<file path="config.mk">
export PLATFORM = sky130hd
export DESIGN_NAME = boot_sequencer
export DESIGN_NICKNAME = d
export VERILOG_FILES = /design/src/rtl/boot_sequencer_pkg.sv /design/src/rtl/bram_stream_writer.sv /design/src/rtl/boot_sequencer.sv
export SDC_FILE = /design/constraint.sdc
export NUM_CORES = 1
export LEC_CHECK = 0
export ABC_AREA = 1
export ABC_CLOCK_PERIOD_IN_PS = 3770
export CELL_PAD_IN_SITES_DETAIL_PLACEMENT = 1
export CELL_PAD_IN_SITES_GLOBAL_PLACEMENT = 2
export CORE_MARGIN = 8
export CORE_UTILIZATION = 30
export DETAILED_ROUTE_END_ITERATION = 12
export PLACE_DENSITY_LB_ADDON = 0.1
export SYNTH_ARGS = -nofsm -noshare
export SYNTH_HDL_FRONTEND = slang
export SYNTH_SLANG_ARGS = --single-unit
</file>
<file path="constraint.sdc">
create_clock -name clk -period 3.77 [get_ports clk]
set_clock_uncertainty 0.15 [all_clocks]
set_input_delay 0.754 -clock clk [delete_from_list [all_inputs] [get_ports clk]]
set_output_delay 0.754 -clock clk [all_outputs]
set_load 0.01 [all_outputs]
</file>
<file path="src/rtl/boot_sequencer_pkg.sv">
// Shared widths, FSM encodings and status bit positions for the rv32i boot sequencer.
package boot_sequencer_pkg;

    localparam int unsigned ADDR_WIDTH_DEF = 10;
    localparam int unsigned DATA_WIDTH_DEF = 32;
    localparam int unsigned I_BRAM_DEPTH   = 256;
    localparam int unsigned CNT_W          = 9;
    localparam int unsigned CYC_W          = 32;
    localparam int unsigned STATE_W        = 3;

    localparam logic [STATE_W-1:0] ST_IDLE   = 3'd0;
    localparam logic [STATE_W-1:0] ST_LOAD_D = 3'd1;
    localparam logic [STATE_W-1:0] ST_LOAD_I = 3'd2;
    localparam logic [STATE_W-1:0] ST_FLUSH  = 3'd3;
    localparam logic [STATE_W-1:0] ST_RUN    = 3'd4;
    localparam logic [STATE_W-1:0] ST_HALT   = 3'd5;

    localparam int unsigned STAT_BUSY  = 0;
    localparam int unsigned STAT_DONE  = 1;
    localparam int unsigned STAT_ERROR = 2;
    localparam int unsigned STAT_W     = 3;

    // States during which the sequencer refuses a new start.
    function automatic logic is_busy_state(input logic [STATE_W-1:0] st);
        return st inside {ST_LOAD_D, ST_LOAD_I, ST_FLUSH, ST_RUN};
    endfunction

endpackage

</file>
<file path="src/rtl/bram_stream_writer.sv">
// Turns accepted host words into sequential registered BRAM writes; flags the last word.
module bram_stream_writer
    import boot_sequencer_pkg::*;
#(
    parameter int unsigned ADDR_WIDTH = ADDR_WIDTH_DEF,
    parameter int unsigned DATA_WIDTH = DATA_WIDTH_DEF,
    parameter int unsigned MAX_WORDS  = I_BRAM_DEPTH
) (
    input  logic                  clk,
    input  logic                  rst,
    input  logic                  en,
    input  logic                  clear,
    input  logic                  s_valid,
    input  logic                  s_ready,
    input  logic [DATA_WIDTH-1:0] s_data,
    input  logic [CNT_W-1:0]      count,
    output logic [ADDR_WIDTH-1:0] w_addr,
    output logic [DATA_WIDTH-1:0] w_dat,
    output logic                  w_enb,
    output logic                  last_c
);

    localparam int unsigned IDX_W = (MAX_WORDS > 1) ? $clog2(MAX_WORDS) : 1;

    logic [IDX_W-1:0] idx;
    logic             accept_c;

    assign accept_c = en & s_valid & s_ready;
    assign last_c   = accept_c & (CNT_W'(idx) == (count - CNT_W'(1)));

    // Word index and one-cycle-delayed write port.
    always_ff @(posedge clk or negedge rst) begin
        if (!rst) begin
            idx    <= '0;
            w_addr <= '0;
            w_dat  <= '0;
            w_enb  <= 1'b0;
        end else begin
            w_enb <= accept_c;
            if (accept_c) begin
                w_addr <= ADDR_WIDTH'({idx, 2'b00});
                w_dat  <= s_data;
            end
            if (clear || last_c) begin
                idx <= '0;
            end else if (accept_c) begin
                idx <= idx + IDX_W'(1);
            end
        end
    end

endmodule

</file>
<file path="src/rtl/boot_sequencer.sv">
// Loads data then instruction BRAM from a host stream, then runs the core for a budget or until halted.
module boot_sequencer
    import boot_sequencer_pkg::*;
#(
    parameter int unsigned ADDR_WIDTH = ADDR_WIDTH_DEF,
    parameter int unsigned DATA_WIDTH = DATA_WIDTH_DEF,
    parameter int unsigned MAX_WORDS  = I_BRAM_DEPTH
) (
    input  logic                  clk,
    input  logic                  rst,
    input  logic                  start,
    input  logic [CNT_W-1:0]      data_count,
    input  logic [CNT_W-1:0]      instr_count,
    input  logic [CYC_W-1:0]      run_cycles,
    input  logic                  halt_req,
    input  logic                  s_valid,
    input  logic [DATA_WIDTH-1:0] s_data,
    output logic                  s_ready,
    output logic [ADDR_WIDTH-1:0] d_w_addr,
    output logic [DATA_WIDTH-1:0] d_w_dat,
    output logic                  d_w_enb,
    output logic [ADDR_WIDTH-1:0] i_w_addr,
    output logic [DATA_WIDTH-1:0] i_w_dat,
    output logic                  i_w_enb,
    output logic                  d_bram_init_done,
    output logic                  cpu_rst,
    output logic                  pc_stall,
    output logic                  i_r_enb,
    output logic                  rd_enbl,
    output logic                  busy,
    output logic                  done,
    output logic                  error,
    output logic [CYC_W-1:0]      cycle_count
);

    localparam logic [CNT_W-1:0] MAX_CNT = CNT_W'(MAX_WORDS);

    logic [STATE_W-1:0] state_q, state_nxt;
    logic [CNT_W-1:0]   d_cnt_q, d_cnt_nxt;
    logic [CNT_W-1:0]   i_cnt_q, i_cnt_nxt;
    logic [CYC_W-1:0]   cycle_nxt;
    logic [STAT_W-1:0]  status_q, status_nxt;
    logic               err_nxt;
    logic               init_done_nxt;
    logic               s_ready_nxt;
    logic               cpu_rst_nxt;
    logic               pc_stall_nxt;
    logic               run_en_nxt;
    logic               clear_c;
    logic               d_last_c;
    logic               i_last_c;

    assign busy  = status_q[STAT_BUSY];
    assign done  = status_q[STAT_DONE];
    assign error = status_q[STAT_ERROR];

    bram_stream_writer #(
        .ADDR_WIDTH (ADDR_WIDTH),
        .DATA_WIDTH (DATA_WIDTH),
        .MAX_WORDS  (MAX_WORDS)
    ) u_d_writer (
        .clk     (clk),
        .rst     (rst),
        .en      (state_q == ST_LOAD_D),
        .clear   (clear_c),
        .s_valid (s_valid),
        .s_ready (s_ready),
        .s_data  (s_data),
        .count   (d_cnt_q),
        .w_addr  (d_w_addr),
        .w_dat   (d_w_dat),
        .w_enb   (d_w_enb),
        .last_c  (d_last_c)
    );

    bram_stream_writer #(
        .ADDR_WIDTH (ADDR_WIDTH),
        .DATA_WIDTH (DATA_WIDTH),
        .MAX_WORDS  (MAX_WORDS)
    ) u_i_writer (
        .clk     (clk),
        .rst     (rst),
        .en      (state_q == ST_LOAD_I),
        .clear   (clear_c),
        .s_valid (s_valid),
        .s_ready (s_ready),
        .s_data  (s_data),
        .count   (i_cnt_q),
        .w_addr  (i_w_addr),
        .w_dat   (i_w_dat),
        .w_enb   (i_w_enb),
        .last_c  (i_last_c)
    );

    // Next state plus next value of every registered output.
    always_comb begin
        state_nxt     = state_q;
        d_cnt_nxt     = d_cnt_q;
        i_cnt_nxt     = i_cnt_q;
        cycle_nxt     = cycle_count;
        err_nxt       = status_q[STAT_ERROR];
        init_done_nxt = d_bram_init_done;
        clear_c       = 1'b0;

        case (state_q)
            ST_IDLE, ST_HALT: begin
                if (start) begin
                    if ((data_count > MAX_CNT) || (instr_count > MAX_CNT)) begin
                        err_nxt = 1'b1;
                    end else begin
                        err_nxt       = 1'b0;
                        cycle_nxt     = '0;
                        clear_c       = 1'b1;
                        init_done_nxt = 1'b0;
                        d_cnt_nxt     = data_count;
                        i_cnt_nxt     = instr_count;
                        if (data_count != '0) begin
                            state_nxt = ST_LOAD_D;
                        end else if (instr_count != '0) begin
                            state_nxt = ST_LOAD_I;
                        end else begin
                            state_nxt = ST_FLUSH;
                        end
                    end
                end
            end
            ST_LOAD_D: begin
                if (d_last_c) begin
                    state_nxt = (i_cnt_q == '0) ? ST_FLUSH : ST_LOAD_I;
                end
            end
            ST_LOAD_I: begin
                if (i_last_c) begin
                    state_nxt = ST_FLUSH;
                end
            end
            ST_FLUSH: begin
                state_nxt     = ST_RUN;
                init_done_nxt = 1'b1;
            end
            ST_RUN: begin
                cycle_nxt = cycle_count + CYC_W'(1);
                if (halt_req || ((run_cycles != '0) && (cycle_nxt == run_cycles))) begin
                    state_nxt = ST_HALT;
                end
            end
            default: state_nxt = ST_IDLE;
        endcase

        s_ready_nxt  = (state_nxt == ST_LOAD_D) || (state_nxt == ST_LOAD_I);
        cpu_rst_nxt  = !((state_nxt == ST_RUN) || (state_nxt == ST_HALT));
        pc_stall_nxt = (state_nxt != ST_RUN);
        run_en_nxt   = (state_nxt == ST_RUN);

        status_nxt             = '0;
        status_nxt[STAT_BUSY]  = is_busy_state(state_nxt);
        status_nxt[STAT_DONE]  = (state_nxt == ST_HALT);
        status_nxt[STAT_ERROR] = err_nxt;
    end

    always_ff @(posedge clk or negedge rst) begin
        if (!rst) begin
            state_q          <= ST_IDLE;
            d_cnt_q          <= '0;
            i_cnt_q          <= '0;
            cycle_count      <= '0;
            status_q         <= '0;
            d_bram_init_done <= 1'b0;
            s_ready          <= 1'b0;
            cpu_rst          <= 1'b1;
            pc_stall         <= 1'b1;
            i_r_enb          <= 1'b0;
            rd_enbl          <= 1'b0;
        end else begin
            state_q          <= state_nxt;
            d_cnt_q          <= d_cnt_nxt;
            i_cnt_q          <= i_cnt_nxt;
            cycle_count      <= cycle_nxt;
            status_q         <= status_nxt;
            d_bram_init_done <= init_done_nxt;
            s_ready          <= s_ready_nxt;
            cpu_rst          <= cpu_rst_nxt;
            pc_stall         <= pc_stall_nxt;
            i_r_enb          <= run_en_nxt;
            rd_enbl          <= run_en_nxt;
        end
    end

endmodule

</file>
=== Word-level counts from Yosys, hierarchy flattened ===
Cells that the tools add are included.

* Reductions and logical operators: 23
* Equality and inequality tests: 16
* Muxes and demuxes: 23
* Order comparisons: 2
* Bitwise logic cells: 7
* $add $sub $neg: 5

{| class="wikitable"
|+ Operator list
! cell !! count
|-
| 32-bit two-way mux || 2
|-
| 32-bit one-hot mux with 2 select lines || 1
|-
| 32-bit by 1-bit adder with 32-bit output, second input constant || 1
|-
| 32-bit == test || 1
|-
| 8-bit two-way mux || 4
|-
| 32-bit nonzero test || 1
|-
| 8-bit by 9-bit == test with 1-bit output || 2
|-
| 9-bit > comparator, second input constant || 2
|-
| 9-bit nonzero test || 2
|-
| 9-bit by 1-bit subtractor with 9-bit output, second input constant || 2
|-
| 8-bit by 1-bit adder with 8-bit output, second input constant || 2
|-
| 3-bit two-way mux || 5
|-
| 3-bit one-hot mux with 5 select lines || 1
|-
| 3-bit by 2-bit == test with 1-bit output, second input constant || 4
|-
| 3-bit == test, second input constant || 4
|-
| 9-bit zero test || 1
|-
| 3-bit AND reduction || 3
|-
| 1-bit two-way mux || 8
|-
| 2-bit nonzero test || 4
|-
| 1-bit AND || 6
|-
| 3-bit by 1-bit == test with 1-bit output, second input constant || 2
|-
| 1-bit logical OR || 6
|-
| 2-bit != test, second input constant || 2
|-
| 4-bit nonzero test || 1
|-
| 9 further kinds || 9
|}

* Word-level logic and storage cells: 95
* Output and inout port bits: 127
* Register bits: 159

=== Longest topological paths before layout ===
Gate-level depths: netlist of the first run.

* Depth after elaboration: 9
* Gate-level depth with buffers: 19
* Mapped depth without buffers: 19

=== Cells and area by module ===
From an unflattened synthesis of the first run, not the netlist that was laid out.

* Cells, all modules: 1,246
* Area, all modules: 8,809.7 µm²

{| class="wikitable"
|+ Modules (own cells, without submodules)
! module !! area each (µm²) !! cells an instance !! instances !! sequential area each (µm²)
|-
| bram_stream_writer || 2,301.0 || 301 || 2 || 1,226.2
|-
| boot_sequencer || 4,207.8 || 644 || 1 || 1,529.0
|}

=== Worst setup path before layout of the first run ===
No wires, ideal clock.

* Path kind: input to register
* Start point: in data_count[3]
* End point: reg d_cnt_q[2]
* Stages on the path: 8
* Arrival time: 2.052 ns
* Path slack: 1.436 ns
* Required time: 3.488 ns
* Library setup time: 0.132 ns
* Path through: nor2_1 -> nand2_1 -> o21ai_0 -> nand3_1 -> nor2_1 -> clkbuf_1 -> clkbuf_1 -> o21ai_0

* Longest elaborated chain between the ends: 4

{| class="wikitable"
|+ RTL lines
! element !! line !! source
|-
| from (decl) || boot_sequencer.sv:12 || <nowiki>input logic [CNT_W-1:0] data_count,</nowiki>
|-
| 9-bit > comparator || boot_sequencer.sv:108 || <nowiki>if ((data_count > MAX_CNT) || (instr_count > MAX_CNT)) begin</nowiki>
|-
| 1-bit logical OR || boot_sequencer.sv:108 ||
|-
| 1-bit inverter (no source line) || - ||
|-
| 3-bit AND reduction (no source line) || - ||
|-
| to (signal assigned) || boot_sequencer.sv:176 || <nowiki>d_cnt_q <= d_cnt_nxt;</nowiki>
|-
| to (decl) || boot_sequencer.sv:39 || <nowiki>logic [CNT_W-1:0] d_cnt_q, d_cnt_nxt;</nowiki>
|}

Every way passes these cells.
A chain may end at the register's enable or synchronous reset.

=== Worst setup path after layout of the first run ===
* Start point: reg cycle_count[0]
* End point: reg s_ready

* Longest elaborated chain between the ends: 8
* Elaborated cells on any way between the ends: 9
* Classes of those cells: add/sub (1); eq/ne (3); mux (2); reduce/logical (3)

{| class="wikitable"
|+ RTL lines
! element !! line !! source
|-
| from (decl) || boot_sequencer.sv:33 || <nowiki>output logic [CYC_W-1:0] cycle_count</nowiki>
|-
| from (signal assigned) || boot_sequencer.sv:178 || <nowiki>cycle_count <= cycle_nxt;</nowiki>
|-
| 32-bit by 1-bit adder with 32-bit output (*) || boot_sequencer.sv:142 || <nowiki>cycle_nxt = cycle_count + CYC_W'(1);</nowiki>
|-
| 32-bit == test (*) || boot_sequencer.sv:143 || <nowiki>if (halt_req || ((run_cycles != '0) && (cycle_nxt == run_cycles))) begin</nowiki>
|-
| 1-bit logical AND (*) || boot_sequencer.sv:143 ||
|-
| 1-bit logical OR (*) || boot_sequencer.sv:143 ||
|-
| 3-bit two-way mux (*) || boot_sequencer.sv:143 ||
|-
| 3-bit one-hot mux with 5 select lines (*) || boot_sequencer.sv:105 || <nowiki>case (state_q)</nowiki>
|-
| via state_nxt[0] || boot_sequencer.sv:38 || <nowiki>logic [STATE_W-1:0] state_q, state_nxt;</nowiki>
|-
| 3-bit by 1-bit == test with 1-bit output / 3-bit by 2-bit == test with 1-bit output (equally long branches) || boot_sequencer.sv:150 || <nowiki>s_ready_nxt = (state_nxt == ST_LOAD_D) || (state_nxt == ST_LOAD_I);</nowiki>
|-
| 1-bit logical OR (*) || boot_sequencer.sv:150 ||
|-
| via s_ready_nxt || boot_sequencer.sv:45 || <nowiki>logic s_ready_nxt;</nowiki>
|-
| to (signal assigned) || boot_sequencer.sv:181 || <nowiki>s_ready <= s_ready_nxt;</nowiki>
|-
| to (decl) || boot_sequencer.sv:18 || <nowiki>output logic s_ready,</nowiki>
|}

The timed path passes the listed nets; every way through them passes the cells marked *.

==> summary.txt, run 1 <==
Wirelength, routed: 28780 µm
Peak Freq: 344.7 MHz
Asr flop ratio synth: 100.0%
Lkg Pwr: 0.005120 µW
Total global-route track usage: 17.70%
CP startpoint kind: flop
Arr. time, crit path: 3.12 ns
DRT Pass-1 Iters: 4
Ratio of cells with drive above 1 in the final layout: 5.346%
Critical path type: reg2reg
Gr busiest metal: met2
Post-synth top area cell: dfrtp_1
Worst hold slack: 0.2009 ns
Routability cong.: 0.7997
Clk buf depth: 2
Hold/Removal Path Class: in2async
Largest net degree at the start of global routing: 76
Outcome: finished clean
# diodes: 0
Post-synthesis register bit count: 159
Synth Area in Compound Gates: 9.249%
CTS Buf Count: 17
Post-CTS Setup Repair Bufs: 0
Antenna-violating nets left: 0
Min Tclk post-route: 2.901 ns
Initial antenna violation count: 0
Vias: 7773
Crit end category: flop
Hold Fails Final Rpt: 0
Post-Synthesis Cell Area: 0.008347 mm²
Multiplexer share of the synthesized area: 0%
Row cnt: 61
Met2 Use GR: 29.25%
Vias in the first global route: 8313
Crit path max fanout: 6
Final Cycle Share: 76.96%
Post-synth EDFFs: 0
Xor/xnor cell area share of the yosys netlist: 4.857%
Yosys top cell area share: 47.07%
Avg Cell Area, Syn: 7.540 µm²
Overall power: 5826 µW
Synth top area cells: dfrtp_1 47%, nand2_1 15%, inv_1 6.3%
Clk pin slew, worst setup/hold paths: 0.08 ns
Max-cap viol count: 0
TritonCTS Sinks: 159
Required time of the critical path: 3.99 ns
Area of the core: 0.02763 mm²
Final-report setup violation count: 0
Die X: 182.8 µm
Max rail drop VDD: 0.0002597 V
Synth unique cells: 36
Post-Synth Adder-Cell Area: 0.7495%
Main combinational cell family by area after synthesis: simple AND/OR/NAND/NOR gates
Die area: 0.03342 mm²
RSZ-0062 raised after global routing: no
M1 GR Usage: 23.81%
Slew Viols, Final: 0
Post-DP HPWL: 22390 µm
DR DRC count: 0
Total gr overflow: 0
First-pass GRT wire length: 46990 µm
Primary FF master, synth: dfrtp_1
Slew headroom: 50.06%
Seq/Total Area, Yosys: 47.70%
Ys Warns: 0
Cells after Synth: 1107
Io pins: 214
Slew @ Worst Pin: 0.7490 ns
Nets: 1407
# resized after CTS: 0
Wire per inst: 16.87 µm
Simple-gate share of the synthesized area: 29.07%
H-tree depth: 4
Number of vias per cell: 4.556
Met3 global-route usage: 2.948%
Synth-to-Final Area Change: 37.10%
CTS tree: done
Hold_buf cts: 0
CTS Root Cell: clkbuf_16
PwrDens: 509.1 mW/mm²
Setup TNS: 0 ns
IO buf count: 209
Initial core utilization: 30.21%
Clock latency on the worst-skew pair: 0.43 ns
1st-iter DRT viols: 414
Die height: 182.8 µm
## cells by family after synthesis
family,count (synthesis)
and+or+nand+nor,577
buffers and inverters,179
DFF,159
AOI/OAI and AO/OA,146
xor gates and xnor gates,40
adders and majority gates,5
other,1
## synthesized netlist by cell type (all sizes together) (8+ instances only)
library cell  count
nand2           350
dfrtp           157
inv             145
nor2            122
o21ai           109
nand3            62
clkbuf           26
o22ai            26
xor2             25
nor3             18
nand4            11
xnor2            11
a21oi             8
## layout make-up
| cell class | instances | area, µm² |
|---|---|---|
| clock inverters | 13 | 132.6 |
| repair buffers | 219 | 2181 |
| clock buffers | 19 | 442.9 |
| flip-flops and latches | 159 | 3981 |
| multi-input cells | 772 | 3685 |
| fillers | 3372 | 16190 |
| inverters | 146 | 548.0 |
| well taps | 378 | 473.0 |
## layer usage
layer | routed length (µm) | vias to the layer above
met3 | 1135 | 22
met2 | 13380 | 175
met1 | 13880 | 3665
li1 | - | 3911
met4 | 393 | 0
met5 | 0 | -
## cells in the final DEF, fill, tap and decap left out, types with 2 or more instances in the layout
cell	instances
xnor3_1	4
conb_1	4
nor2_2	7
nand3_2	2
nand2_1	344
inv_2	6
inv_8	5
nor4_1	2
nor3b_1	4
dfstp_2	2
nand3_1	60
a21oi_1	7
nand4_1	11
o21ai_1	4
nand2_2	5
o21ai_0	105
o22ai_1	26
clkdlybuf4s50_1	208
xnor2_1	11
xor2_1	25
buf_4	9
nand3b_1	7
ha_1	5
nor2_1	112
nor2_4	2
clkbuf_16	17
nor3_1	17
dfrtp_1	157
inv_6	6
inv_1	139
## where the power goes
group / internal (µW) / switching (µW) / total [µW]
clock: 903 / 818 / 1720
combinational: 829 / 999 / 1830
sequential: 2030 / 246 / 2280
total: 3760 / 2060 / 5830
## metrics by stage
step	setup slack, ns	utilization [%]	instances	instance area (µm²)
floorplan	1.436	-	1110	8358
finish	0.8687	41.42	1706	11440
global route	0.5924	41.42	1706	11440
CTS	0.7739	41.42	1706	11440
global placement	0.5864	39.34	1674	10870
detailed placement	0.4826	39.34	1674	10870
## path summary, 6_finish.rpt
check,start,to,slack [ns],cells after the start
worst max-delay path,cycle_count[0],s_ready,0.87,17
worst min-delay path,rst,d_cnt_q[1],0.20,1
worst max register to register,cycle_count[0],s_ready,0.87,17
worst min register to register,u_i_writer.w_addr[9],u_i_writer.w_addr[9],0.33,2
max in group asynchronous,rst,pc_stall,2.40,2
min in group clk,u_i_writer.w_addr[9],u_i_writer.w_addr[9],0.33,2
## flip-flops by register name, summed over array words and instances (netlist names), 8 cells and up
signal             count
u_i_writer.w_dat      32
u_d_writer.idx         8
cycle_count           32
u_d_writer.w_addr      8
u_i_writer.w_addr      8
u_i_writer.idx         8
i_cnt_q                9
d_cnt_q                9
u_d_writer.w_dat      32
## critical path, stage by stage (launching register included)
cell	delay (ns)
dfrtp_1	0.45
ha_1	0.32
nand3_2	0.17
inv_2	0.13
nand2_2	0.12
nor2_4	0.23
nand2_1	0.11
nand3_1	0.10
nand2_1	0.12
nor2_1	0.13
nand3_1	0.12
nor2_1	0.12
nand3_1	0.15
nand2_2	0.12
nand2_4	0.07
nand2_2	0.09
nand3_1	0.06
nand2_1	0.08
(Power assumes the default switching activity.)
==> run 2, diff against run 1 <==
ABC_CLOCK_PERIOD_IN_PS = 2500   (was 3770)
CORE_UTILIZATION = 25   (was 30)
clock period = 2.5 ns   (was 3.77 ns; I/O delays follow)
==> run 2 against run 1 <==
  * The flow now finishes with violations (negative setup slack)
  * Critical endpoint unchanged
  * Critical path depth up 4
  * Largest power group unchanged
  * Critical path type unchanged
  * Fmax up 14%
  * Largest cell class is now multi-input combinational cells
  * Register-to-register slack worse by 0.92 ns
  * Total power up 62%
  * Non-clock buffer count up 189
==> summary.txt, run 2 (synthesized netlist as in run 1, its figures left out) <==
Worst hold slack: 0.3257 ns (+0.1248 ns)
Slowest stage delay, CP: 0.42 ns (-0.03 ns)
Final setup margin: -0.05336 ns (-0.9221 ns)
Hold/Removal Path Class: reg2reg
CP Cell Sequence: ha_4 > nand3_4 > buf_6 > inv_2 > nand2_4 > nor2_4 > buf_4 > nand2_1 > nand2_1 > nand2_1 > nand2_1 > nand2_1 > nor2_2 > nand2_2 > nor2_4 > nand3_4 > nand2_4 > nand2_8 > nand2_4 > nand3_2 > nand2_1
DR DRC count: 0 (unchanged)
CTS tree: done
Area of the core: 0.03320 mm² (+20%)
Worst Path Buf+Inv: 3 (+2)
Ratio of cells with drive above 1 in the final layout: 21.69% (+16 points)
# diodes: 0 (unchanged)
Row cnt: 67 (+9.8%)
Leading registers by flop count: cycle_count (32), u_d_writer.w_dat (32), u_i_writer.w_dat (32)
Total global-route track usage: 16.14% (-1.6 points)
Outcome: complete, but fails checks
IO buf count: 209 (unchanged)
Hold Fails Final Rpt: 0 (unchanged)
Total gr overflow: 0 (unchanged)
Post-DP HPWL: 25080 µm (+12%)
CTS Buf Count: 17 (unchanged)
Slew @ Worst Pin: 0.6690 ns (-0.08003 ns)
Antenna-violating nets left: 0 (unchanged)
Most frequent cells in the layout: 313 x nand2_1, 208 x clkdlybuf4s50_1, 185 x buf_4
Max rail drop VDD: 0.0004714 V (+82%)
Wire per inst: 16.16 µm (-4.2%)
Die height: 198.7 µm (+8.7%)
First-pass GRT wire length: 49700 µm (+5.8%)
Peak Freq: 391.6 MHz (+14%)
Kind of cell adding the most delay to the critical path: simple AND/OR/NAND/NOR gates
Clock latency on the worst-skew pair: 0.43 ns (about the same)
Failing checks: negative setup slack
TritonCTS Sinks: 159 (unchanged)
Seq. cell area: 0.003986 mm² (+0.13%)
Io pins: 214 (unchanged)
PwrDens: 703.8 mW/mm² (+38%)
Lkg Pwr: 0.006138 µW (+20%)
Required time of the critical path: 2.72 ns (-1.27 ns)
Initial antenna violation count: 0 (unchanged)
Footprint of the multi-input gates: 0.004010 mm² (+8.8%)
Slew headroom: 55.40% (+5.3 points)
Critical path type: reg2reg
Synth-to-Final Area Change: 60.35%
Number of vias per cell: 4.310 (-5.4%)
CP startpoint kind: flop
Clk pin slew, worst setup/hold paths: 0.07 ns (about the same)
Die X: 198.7 µm (+8.7%)
Min Tclk post-route: 2.553 ns (-0.3479 ns)
Vias: 8470 (+9.0%)
Routability cong.: 0.8120 (+1.5%)
Filler Cells Inserted: 4023 (+19%)
Die area: 0.03949 mm² (+18%)
Clk buf depth: 2 (unchanged)
DRT Pass-1 Iters: 4 (unchanged)
RSZ-0062 raised after global routing: yes
Largest net degree at the start of global routing: 72 (-5.3%)
Max stage delay cell, worst path: dfrtp_1
1st-iter DRT viols: 276 (-33%)
Vias in the first global route: 9067 (+9.1%)
Arr. time, crit path: 2.77 ns (-0.35 ns)
CTS Root Cell: clkbuf_16
Nets: 1596 (+13%)
Final-report setup violation count: 5 (+5)
Wirelength, routed: 31760 µm (+10%)
Commonest non-fill, non-tap cell in the layout: nand2_1
Critical Path Most Common Cell: nand2_1
Post-place setup slack: -0.3636 ns (-0.8462 ns)
Crit end category: flop
Initial core utilization: 25.14% (-5.1 points)
Max-cap viol count: 0 (unchanged)
Crit path max fanout: 5 (-1)
H-tree depth: 4 (unchanged)
Final Cycle Share: 102.1% (+25 points)
Slew Viols, Final: 0 (unchanged)
==> run 2: worst paths after layout <==
check | from | endpoint | slack, ns | depth (start not counted)
worst min register to register | u_d_writer.w_addr[5] | u_d_writer.w_addr[5] | 0.33 | 2
worst min-delay path | u_d_writer.w_addr[5] | u_d_writer.w_addr[5] | 0.33 | 2
worst max-delay path | cycle_count[1] | s_ready | -0.05 | 21
max in group asynchronous | rst | u_i_writer.w_dat[28] | 1.07 | 3
min in group asynchronous | rst | u_d_writer.w_addr[9] | 0.40 | 2
worst max register to register | cycle_count[1] | s_ready | -0.05 | 21
==> run 2: through the flow <==
step / utilization (%) / instances / total power [µW] / TNS [ns] / cell area (µm²)
global placement: 37.07 / 1919 / 6564 / -5.874 / 12310
floorplan: - / 1110 / 4922 / 0 / 8358
finish: 40.32 / 1965 / 9420 / -0.1372 / 13380
CTS: 39.42 / 1956 / 9474 / -0.3556 / 13090
detailed placement: 37.07 / 1919 / 6619 / -8.258 / 12310
global route: 40.32 / 1965 / 10060 / -1.136 / 13380
==> run 2: repair_timing <==
item / in CTS / in global routing
endpoints found under the setup margin: 6 / 12
hold buffers: 1 / 0
hold endpoints to repair: 33 / 0
gates resized for setup: 38 / 64
pin swaps: 16 / 31
buffers inserted: 4 / 9
==> run 2: final cells by class <==
type / instances / share of cell area, %
clock inverter: 13 / 1.150
tap: 448 / 4.188
inverter: 146 / 4.095
clock buffer: 19 / 3.309
sequential: 159 / 29.78
timing repair buffer: 408 / 27.51
multi-input combinational: 772 / 29.96
==> run 2: worst register-to-register path, delay by kind of cell, from the launching register on <==
family	cells	cell delay, ns
adder cells (fa/ha/maj)	1	0.19
buffers and inverters	3	0.35
flip-flops	1	0.42
AND/OR/NAND/NOR	17	1.37
==> run 2: power breakdown <==
group	internal [µW]	switching, µW
clock network	1520	1160
registers	3060	355
logic	1600	1720
==> run 2: routing by layer <==
layer / GRT usage (%) / up-vias / share of wire [%]
met4: 3.733 / 0 / 1.0
met3: 3.011 / 21 / 4.0
met5: 0 / - / 0
li1: - / 4274 / -
met2: 26.94 / 156 / 47
met1: 21.40 / 4019 / 48
==> variant 1 (settings of run 2) <==
Change the package constant `CNT_W` from 9 to 11.
--- a/src/rtl/boot_sequencer_pkg.sv
+++ b/src/rtl/boot_sequencer_pkg.sv
@@ -4,7 +4,7 @@
     localparam int unsigned ADDR_WIDTH_DEF = 10;
     localparam int unsigned DATA_WIDTH_DEF = 32;
     localparam int unsigned I_BRAM_DEPTH   = 256;
-    localparam int unsigned CNT_W          = 9;
+    localparam int unsigned CNT_W          = 11;
     localparam int unsigned CYC_W          = 32;
     localparam int unsigned STATE_W        = 3;
 
Ports: changed (resized data_count and instr_count); port bits go from 214 to 218. The function was not compared with the original's and may differ.
==> variant 1 against run 2 <==
  * Setup slack better by 0.063 ns
  * Area after synthesis increased by 4.0%
  * Final area rose by 1.8%
  * Combinational power grew 54%
  * Critical path depth down 2
  * Sequential cell count increased by 4
  * Core utilization is 0.67 points lower
  * Hold slack better by 0.010 ns
  * Global-route usage down 0.22 points
  * Wire length grew 1.4%
  * Total power rose by 23%
  * Largest cell class unchanged
  * Largest power group is now combinational cells
  * Highest routed layer unchanged
==> variant 1: results (changes against run 2) <==
The flow ran to the end, and the final reports show no timing, DRC or antenna violations. Post-layout net count: 1,623 (was 1,596). The unique cell type count in the Yosys netlist came out at 38 (was 36). The met2 track demand over resource in global routing is 26.2% (was 26.9%).

The layout filler cell count was 4,130 (was 4,023); the share of the synthesized netlist area taken by xor and xnor gates was 4.99% (was 4.86%). The via total after detailed routing is 8,612 (was 8,470). The synthesized area divided by synthesized cell count came out at 7.67 µm² (was 7.54 µm²). The compound-cell area share of the yosys netlist was 9.18% (was 9.25%). The length in cells of the worst reg-to-reg path is 19 (was 21).

The tools report the iteration-0 DRC count of the detailed router as 331 (was 276). The origin of the critical flop-to-flop path is cycle_count[0]$_DFFE_PN0P_ (was cycle_count[1]$_DFFE_PN0P_). Top cells by count, synth: sky130_fd_sc_hd__nand2_1 (352), sky130_fd_sc_hd__dfrtp_1 (161), sky130_fd_sc_hd__inv_1 (146) (was sky130_fd_sc_hd__nand2_1 (344), sky130_fd_sc_hd__dfrtp_1 (157), sky130_fd_sc_hd__inv_1 (141)). The worst setup slack for register-to-register paths came out at 0.01 ns (was -0.05 ns). Switching power total: 4280 µW (was 3230 µW). The via count of the first global-routing pass was 9,356 (was 9,067); the routing usage on met1 was 21.0% (was 21.4%).

Remaining max-slew budget at the tightest pin: 50.9% (was 55.4%). The number of antenna violations at the first check in global routing is 1 (was 0), and the maximum VDD drop is 0.488 mV (was 0.471 mV). The area share of fa/ha/maj cells after synthesis is 0.720% (was 0.750%), and the power attributed to sequential cells is 3920 µW (was 3420 µW). The run gives 2530 µW (was 2680 µW) as the clock network power. The run gives 36 (was 38) as the number of gates resized after CTS. The critical path capture point is pc_stall$_DFF_PN1_ (was s_ready$_DFF_PN0_). The arrival time of the worst setup path came out at 2.73 ns (was 2.77 ns). The tools report the final routed wirelength across all metal layers as 32.2 mm (was 31.8 mm).

The tightest hold margin is 0.336 ns (was 0.326 ns). Ranking of synthesized cells by area: sky130_fd_sc_hd__dfrtp_1 (46%), sky130_fd_sc_hd__nand2_1 (15%), sky130_fd_sc_hd__inv_1 (6.3%), sky130_fd_sc_hd__o21ai_0 (5.9%), sky130_fd_sc_hd__nor2_1 (4.8%) (was sky130_fd_sc_hd__dfrtp_1 (47%), sky130_fd_sc_hd__nand2_1 (15%), sky130_fd_sc_hd__inv_1 (6.3%), sky130_fd_sc_hd__o21ai_0 (6.3%), sky130_fd_sc_hd__nor2_1 (5.0%)). The number of I/O port buffers was 213 (was 209); the mean number of vias per cell was 4.31 (about the same).

For the number of buffers inserted by post-CTS setup repair, the log shows 8 (was 4).
[variant 1: changes by cell type after synthesis, sizes merged, moves of 4 or more]
cell    before  now
xnor2       11    7
clkbuf      26   22
dfrtp      157  161
nand3       62   53
nor3        18   23
nor2       122  128
nand2      350  369
inv        145  151
[variant 1: area by class of cell]
| cell class | instances | area [µm²] | area share (%) |
|---|---|---|---|
| diodes | 1 | 2.50 | 0.0184 |
| clock buffers | 24 | 482 | 3.53 |
| clock inverters | 8 | 63.8 | 0.468 |
| inverters | 152 | 573 | 4.20 |
| multi-input cells | 789 | 4200 | 30.8 |
| flip-flops and latches | 163 | 4090 | 30.0 |
| well taps | 455 | 569 | 4.18 |
| repair buffers | 404 | 3650 | 26.8 |
[variant 1: tightest hold or removal path, cell delays in order (launching register included)]
cell and delay (ns):
sky130_fd_sc_hd__dfrtp_1 0.35, sky130_fd_sc_hd__nand2_1 0.05, sky130_fd_sc_hd__o21ai_0 0.06
==> variant 2 (config.mk and constraints of run 2) <==
Without the edit above. Reset style: synchronous (`rst`), changed in 2 clocked blocks.
--- a/src/rtl/bram_stream_writer.sv
+++ b/src/rtl/bram_stream_writer.sv
@@ -29,7 +29,7 @@
     assign last_c   = accept_c & (CNT_W'(idx) == (count - CNT_W'(1)));
 
     // Word index and one-cycle-delayed write port.
-    always_ff @(posedge clk or negedge rst) begin
+    always_ff @(posedge clk) begin
         if (!rst) begin
             idx    <= '0;
             w_addr <= '0;
--- a/src/rtl/boot_sequencer.sv
+++ b/src/rtl/boot_sequencer.sv
@@ -158,7 +158,7 @@
         status_nxt[STAT_ERROR] = err_nxt;
     end
 
-    always_ff @(posedge clk or negedge rst) begin
+    always_ff @(posedge clk) begin
         if (!rst) begin
             state_q          <= ST_IDLE;
             d_cnt_q          <= '0;
Behaviour: differs if rst is asserted again (counterexample within 4 cycles, from zero or initial values and one cycle with rst low); with rst held inactive, the same outputs for 4 cycles.
==> variant 2 against run 2 <==
  * Sequential cell count is the same
  * Area after synthesis is 3.0% lower
  * Final area decreased by 5.0%
  * Setup slack improved by 0.11 ns
  * Wire length increased by 4.4%
  * Critical endpoint is now status_q[0]$_SDFF_PN0_
  * Largest cell class unchanged
Power is not compared: it rests on default switching activity, and its combinational part moved more than twofold at a synthesized area within 25%.
==> variant 2: results (changes against run 2) <==
For the sequential cell area in the final layout, the log shows 3210 µm² (was 3990 µm²). The iteration-0 DRC count of the detailed router was 369 (was 276); the met2 track demand over resource in global routing was 30.4% (was 26.9%). The compound-cell area share of the yosys netlist is 11.2% (was 9.25%). The flow ran to the end, and the final reports show no timing, DRC or antenna violations. The area share of fa/ha/maj cells after synthesis came out at 0.773% (was 0.750%). The area added between synthesis and finish came out at 57.1% (was 60.4%).

The layout filler cell count is 4,024 (was 4,023). The run gives 37 (was 36) as the unique cell type count in the Yosys netlist. The count of inverters other than clock inverters in the layout works out to 102 (was 146). The routing usage on met1 came out at 20.3% (was 21.4%). The footprint of the multi-input gates was 4550 µm² (was 4010 µm²); the share of the synthesized netlist area taken by xor and xnor gates was 4.91% (was 4.86%). The HPWL after detailed placement is 25.6 mm (was 25.1 mm), and the post-placement cell area is 11,800 µm² (was 12,300 µm²). For the arrival time of the worst setup path, the log shows 2.60 ns (was 2.77 ns). The met3 track utilization from global routing is 5.00% (was 3.01%). The run gives 922 (was 772) as the multi-input combinational gate total. Top cells by count, synth: sky130_fd_sc_hd__nor2_1 (285), sky130_fd_sc_hd__nand2_1 (259), sky130_fd_sc_hd__dfxtp_1 (159) (was sky130_fd_sc_hd__nand2_1 (344), sky130_fd_sc_hd__dfrtp_1 (157), sky130_fd_sc_hd__inv_1 (141)). Maximum fanout encountered on the critical timing path: 6 (was 5). The sequential fraction of the synthesis area was 39.3% (was 47.7%).

The synthesized area divided by synthesized cell count works out to 6.60 µm² (was 7.54 µm²). The number of buffers outside the clock class in the layout came out at 386 (was 408). Critical path's most frequent cell: sky130_fd_sc_hd__nand2_4 (was sky130_fd_sc_hd__nand2_1). The fraction of area in non-clock buffers works out to 27.3% (was 27.5%). The post-route met1 wirelength is 14.8 mm (was 15.2 mm), and the share of flip-flops with an asynchronous set or reset is 0% (was 100%).

For the pin count of the biggest net entering global routing, the log shows 94 (was 72). Library cell contributing the largest single delay on the critical path: sky130_fd_sc_hd__dfxtp_2 (was sky130_fd_sc_hd__dfrtp_1).
==> variant 2: cell count changes after synthesis, sizes merged, moves of 28 or more <==
cell	change
nand3	+28
dfxtp	+159
inv	-45
nor2	+174
a21oi	+57
dfrtp	-157
nand2	-81
==> variant 2: path summary, 6_finish.rpt <==
kind,to,start,cells after the start,slack (ns)
max,status_q[0]$_SDFF_PN0_,cycle_count[1]$_SDFFE_PN0P_,15,0.06
min,d_bram_init_done$_SDFFE_PN0P_,d_bram_init_done$_SDFFE_PN0P_,2,0.32
max reg2reg,status_q[0]$_SDFF_PN0_,cycle_count[1]$_SDFFE_PN0P_,15,0.06
min reg2reg,d_bram_init_done$_SDFFE_PN0P_,d_bram_init_done$_SDFFE_PN0P_,2,0.32
==> variant 2: power by group through the flow <==
stage | clock, µW | combinational (µW) | sequential [µW]
floorplan | 0 | 332 | 2680
global placement | 0 | 779 | 2670
detailed placement | 0 | 783 | 2670
CTS | 2780 | 793 | 2610
global route | 2880 | 869 | 2620
finish | 2680 | 789 | 2610
